===== src/rtl/div_pkg.sv =====
// Shared definitions for the 16-by-8 unsigned sequential divider.
// Holds the operand/result widths, the iteration count and the
// controller state encoding used by div_u16x8.
package div_pkg;

  localparam int DIVIDEND_W = 16;
  localparam int DIVISOR_W  = 8;
  localparam int ITERS      = 16;
  localparam int CNT_W      = 5;

  typedef enum logic [1:0] {
    IDLE = 2'd0,
    RUN  = 2'd1,
    DONE = 2'd2
  } state_e;

endpackage


===== src/rtl/div_step.sv =====
// One restoring-division iteration, purely combinational.
//   rem_i     : 9-bit partial remainder before this step (always < divisor)
//   bit_i     : next dividend bit, MSB first
//   divisor_i : 8-bit divisor
//   rem_o     : partial remainder after shift / conditional subtract
//   q_o       : quotient bit produced by this step
module div_step
  import div_pkg::*;
(
  input  logic [DIVISOR_W:0]   rem_i,
  input  logic                 bit_i,
  input  logic [DIVISOR_W-1:0] divisor_i,
  output logic [DIVISOR_W:0]   rem_o,
  output logic                 q_o
);

  logic [DIVISOR_W:0] shifted;
  logic [DIVISOR_W:0] diff;

  // rem_i is always below the divisor, so its top bit is zero and the
  // left shift cannot lose information; the shifted value needs 9 bits.
  assign shifted = {rem_i[DIVISOR_W-1:0], bit_i};
  assign diff    = shifted - {1'b0, divisor_i};
  assign q_o     = (shifted >= {1'b0, divisor_i});
  assign rem_o   = q_o ? diff : shifted;

endmodule


===== src/rtl/div_u16x8.sv =====
// Sequential unsigned divider: 16-bit dividend / 8-bit divisor, one
// restoring step per clock.
//   clk, rst_n  : clock, asynchronous active-low reset
//   start       : request, accepted while busy is low
//   dividend    : 16-bit operand, captured on accept
//   divisor     : 8-bit operand, captured on accept
//   busy        : high while iterating (RUN state)
//   done        : one-cycle pulse when a new result is presented
//   quotient    : 16-bit result, held until the next done
//   remainder   : 8-bit result, held alongside quotient
//   div_by_zero : set when the latest result came from a zero divisor
// A zero divisor skips iteration entirely and reports
// quotient=FFFF, remainder=dividend[7:0].
module div_u16x8
  import div_pkg::*;
(
  input  logic                  clk,
  input  logic                  rst_n,
  input  logic                  start,
  input  logic [DIVIDEND_W-1:0] dividend,
  input  logic [DIVISOR_W-1:0]  divisor,
  output logic                  busy,
  output logic                  done,
  output logic [DIVIDEND_W-1:0] quotient,
  output logic [DIVISOR_W-1:0]  remainder,
  output logic                  div_by_zero
);

  state_e                state_q, state_d;
  logic [CNT_W-1:0]      cnt_q;
  logic [DIVISOR_W:0]    rem_q;
  // Holds the dividend; quotient bits are shifted in from the LSB as the
  // dividend bits leave from the MSB, so after 16 steps it is the quotient.
  logic [DIVIDEND_W-1:0] dvd_q;
  logic [DIVISOR_W-1:0]  dvs_q;
  logic [DIVIDEND_W-1:0] quot_q;
  logic [DIVISOR_W-1:0]  rem_out_q;
  logic                  dbz_q;
  logic                  done_q;

  logic                  accept;
  logic                  last_iter;
  logic [DIVISOR_W:0]    rem_next;
  logic                  q_bit;

  div_step u_step (
    .rem_i     (rem_q),
    .bit_i     (dvd_q[DIVIDEND_W-1]),
    .divisor_i (dvs_q),
    .rem_o     (rem_next),
    .q_o       (q_bit)
  );

  assign accept    = start && (state_q != RUN);
  assign last_iter = (cnt_q == CNT_W'(ITERS - 1));

  // NOTE: every variable assigned in always_comb gets a default first, so
  // no path leaves it unassigned and no latch is inferred.
  always_comb begin
    state_d = state_q;
    unique case (state_q)
      IDLE, DONE: begin
        if (accept) state_d = (divisor == '0) ? DONE : RUN;
        else        state_d = IDLE;
      end
      RUN: begin
        if (last_iter) state_d = DONE;
      end
      default: state_d = IDLE;
    endcase
  end

  // NOTE: sequential state uses non-blocking assignments so every register
  // samples pre-edge values regardless of statement order.
  always_ff @(posedge clk or negedge rst_n) begin
    if (!rst_n) begin
      state_q   <= IDLE;
      cnt_q     <= '0;
      rem_q     <= '0;
      dvd_q     <= '0;
      dvs_q     <= '0;
      quot_q    <= '0;
      rem_out_q <= '0;
      dbz_q     <= 1'b0;
      done_q    <= 1'b0;
    end else begin
      state_q <= state_d;
      done_q  <= (state_d == DONE);

      if (accept) begin
        dvd_q <= dividend;
        dvs_q <= divisor;
        rem_q <= '0;
        cnt_q <= '0;
      end else if (state_q == RUN) begin
        dvd_q <= {dvd_q[DIVIDEND_W-2:0], q_bit};
        rem_q <= rem_next;
        cnt_q <= cnt_q + CNT_W'(1);
      end

      // Results change only on the edge that enters DONE. Entering DONE
      // together with an accept can only mean a zero divisor.
      if (state_d == DONE) begin
        if (accept) begin
          quot_q    <= '1;
          rem_out_q <= dividend[DIVISOR_W-1:0];
          dbz_q     <= 1'b1;
        end else begin
          quot_q    <= {dvd_q[DIVIDEND_W-2:0], q_bit};
          rem_out_q <= rem_next[DIVISOR_W-1:0];
          dbz_q     <= 1'b0;
        end
      end
    end
  end

  assign busy        = (state_q == RUN);
  assign done        = done_q;
  assign quotient    = quot_q;
  assign remainder   = rem_out_q;
  assign div_by_zero = dbz_q;

endmodule


===== config.mk =====
export PLATFORM = sky130hd
export DESIGN_NAME = div_u16x8
export DESIGN_NICKNAME = d
export VERILOG_FILES = /design/src/rtl/div_pkg.sv /design/src/rtl/div_step.sv /design/src/rtl/div_u16x8.sv
export SDC_FILE = /design/constraint.sdc
export NUM_CORES = 1
export LEC_CHECK = 0
export CORE_ASPECT_RATIO = 1.25
export CORE_UTILIZATION = 54
export DETAILED_ROUTE_END_ITERATION = 6
export GPL_ROUTABILITY_DRIVEN = 0
export PLACE_DENSITY = 0.78
export RECOVER_POWER = 25
export SLEW_MARGIN = 20
export SYNTH_ARGS = -nofsm -noshare
export SYNTH_HDL_FRONTEND = slang
export SYNTH_SLANG_ARGS = --single-unit

===== constraint.sdc =====
create_clock -name clk -period 5.7 [get_ports clk]
set_clock_uncertainty 0.05 [all_clocks]
set_input_delay 1.71 -clock clk [delete_from_list [all_inputs] [get_ports clk]]
set_output_delay 1.71 -clock clk [all_outputs]
set_load 0.03 [all_outputs]

==> results.cfg <==
[global_routing]
gr-total-overflow = 0
grt_util_met3_pct = 5.90
grt_pass1_wl_mm = 11.5
antenna_found_initial = 0
grt_max_degree = 66
gr-max-usage-layer = met2
track_usage_pct = 24.8
grt_pass1_vias = 2360
grtUsageMet1_pct = 30.1
use_met2_pct = 41.7

[clocking]
clkTransAtPathRegs_ns = 0.07
cts-hold-fix-buffers = 0
cts_tree = built
insertion_delay_ns = 0.35
cts_buffer_depth = 2
numCtsBuffers = 9
cts_num_sinks = 65
post_cts_resized = 0
postCtsSetupRepairBufs = 0
h-tree-depth = 3
cts-root-buf = clkbuf_8

[sta]
rsz0062_at_grt = no
finalCritPeriodShare_pct = 72.1
setup_violations = 0
final.min_clock_period_ns = 4.11
hold_viol = 0
worst_pin_slew_ns = 0.812
setup-tns-final_ns = 0
finalWorstSetupSlack_ns = 1.59
drv_slew = 0
fmax_mhz = 243
slew_headroom_pct = 45.9

[power]
power.density_nw_per_um2 = 646
total_power_mw = 2.53
vdd_drop_max_v = 0.000305
p_leak_nw = 1.72

[min_path]
worstHoldPathType = flip-flop to flip-flop
hold_start = quotient[5]

[critical_path]
endpoint_kind = output pin
critPathLaunchType = flip-flop
cp_max_fo = 23
cp.required_ns = 3.94
crit_arrival_ns = 2.35
worstSetupStartpoint = state_q[1]
worst_r2r_startpoint = state_q[1]
critical_path_class = flip-flop to output pin

[cells_and_area]
final_util_pct = 71.1
stdcell_area_um2 = 3930
num-nets-final = 382
multi_input_area_um2 = 1370
n_fill_cell = 427
regArea_um2 = 1630
drive_gt1_share_pct = 10.0
syn_to_final_growth_pct = 24.7
antenna_cells = 0

[floorplan]
start_util_pct = 57.1
die_w_um = 70.3
rows = 30
die_area_um2 = 6140
io_pins = 54
core-area_um2 = 5520
die_h_um = 87.4

[status]
status = complete, no violations

[routing]
drc = 0
drtPass1Iterations = 4
first_iter_violations = 71
wl_per_cell_um = 17.1
wl_mm = 7.07
vias = 2366
ant_nets = 0
vias_per_cell = 5.73

[logic_synthesis]
synth_cells = 294
ys_ff_latch = 65
ys_warn_count = 0
netlist_area_um2 = 3150
synth.avg_cell_area_um2 = 10.7
synth_nets = 332
ys_types = 42
ys_seq_area_share_pct = 51.7

[flow_run]
cap_violations = 0

[placed_design]
port-buffer-count = 53
dp_hpwl_mm = 4.99
place_area_um2 = 3680
dp_slack_ns = 1.90
==> Yosys cell counts <==
master,count,area [µm²]
and3_1,1,6.26
buf_1,2,7.51
ha_1,10,125
a211oi_1,3,22.5
o21ai_0,31,155
a31o_2,1,8.76
and2_1,1,6.26
a221oi_2,1,15.0
a211o_1,1,8.76
o311a_1,1,10.0
a2111o_1,1,11.3
a21o_1,3,22.5
dfrtp_1,65,1630
or4_4,2,22.5
nand3_1,8,40.0
nand2_1,29,109
a311oi_1,1,8.76
buf_8,1,15.0
buf_6,2,22.5
o21ai_1,8,40.0
o32ai_1,1,8.76
a21oi_1,12,60.1
o22a_1,15,131
nor2_4,1,11.3
o221ai_1,1,8.76
clkbuf_1,8,30.0
buf_4,1,7.51
xnor2_1,2,17.5
mux2_2,8,90.1
o21bai_1,1,7.51
buf_2,3,15.0
fa_1,1,20.0
a31oi_1,1,6.26
mux2i_1,23,230
mux2_4,1,15.0
inv_1,15,56.3
nor2_1,19,71.3
nand4_1,2,12.5
a31o_4,1,17.5
xor2_1,3,26.3
o2111ai_1,1,8.76
nand2b_1,2,12.5
==> per-stage QoR <==
step / instances / hold slack, ns
after global placement: 397 / 0.413
after detailed placement: 397 / 0.426
after global routing: 413 / 0.455
final: 413 / 0.438
after CTS: 413 / 0.435
after floorplan: 294 / 0.392
==> layer usage <==
layer	up-vias	part of all wire (%)
met4	0	1.4
met2	56	51
met3	9	4.3
met5	-	0
met1	1157	43
li1	1144	-
==> worst max-delay path, cell delays in order (launching register included) <==
cell,delay (ns)
dfrtp_1,0.36
nand2b_1,0.50
inv_1,0.41
clkdlybuf4s50_1,0.73
==> state kept, by name, indices dropped and copies added, names as in the netlist <==
signal,count
dvd_q,16
quotient,16
dvs_q,8
rem_q,8
remainder,8
cnt_q,5
state_q,2
div_by_zero,1
done,1
==> layout by cell type, fill, tap and decap left out, drive strengths merged, types with 2 or more instances in the layout <==
cell type,instances
a31o,2
o21ai,39
nor2,20
a211oi,3
nand3,8
or4,2
mux2i,23
a21o,3
ha,10
o22a,15
nand2,29
mux2,9
xnor2,2
a21oi,12
clkbuf,10
nand4,2
inv,16
bufinv,3
buf,4
clkdlybuf4s50,52
dfrtp,65
xor2,3
nand2b,2
==> worst paths after layout <==
kind	slack [ns]	cells past startpoint	endpoint
max	1.59	3	busy
min	0.44	1	quotient[5]
max reg2reg	2.75	7	remainder[7]
min reg2reg	0.44	1	quotient[5]
max in group asynchronous	3.58	2	dvs_q[3]
min in group asynchronous	1.48	2	rem_q[4]
==> kinds of logic after synthesis <==
kind of cell    count (synthesis)  share of synthesized area (%)
fa+ha+maj                      11                           4.61
mux                            32                           10.7
xor+xnor                        5                           1.39
buf+inv                        32                           4.89
compound gates                 84                           17.5
simple gates                   65                           9.26
flops                          65                           51.7
==> power breakdown <==
| group | total (mW) | leakage (nW) | switching (mW) | internal [mW] |
|---|---|---|---|---|
| sequential | 0.814 | 0.725 | 0.144 | 0.670 |
| combinational | 1.24 | 0.882 | 0.720 | 0.525 |
| clock | 0.476 | 0.117 | 0.183 | 0.293 |
==> layout make-up <==
class | count | share of cell area (%)
clock inverters | 6 | 2.93
flip-flops and latches | 65 | 41.4
inverters | 15 | 1.43
repair buffers | 56 | 14.0
clock buffers | 10 | 3.25
multi-input cells | 197 | 34.9
well taps | 64 | 2.04
Note: power is estimated with default switching activity, not from simulation.
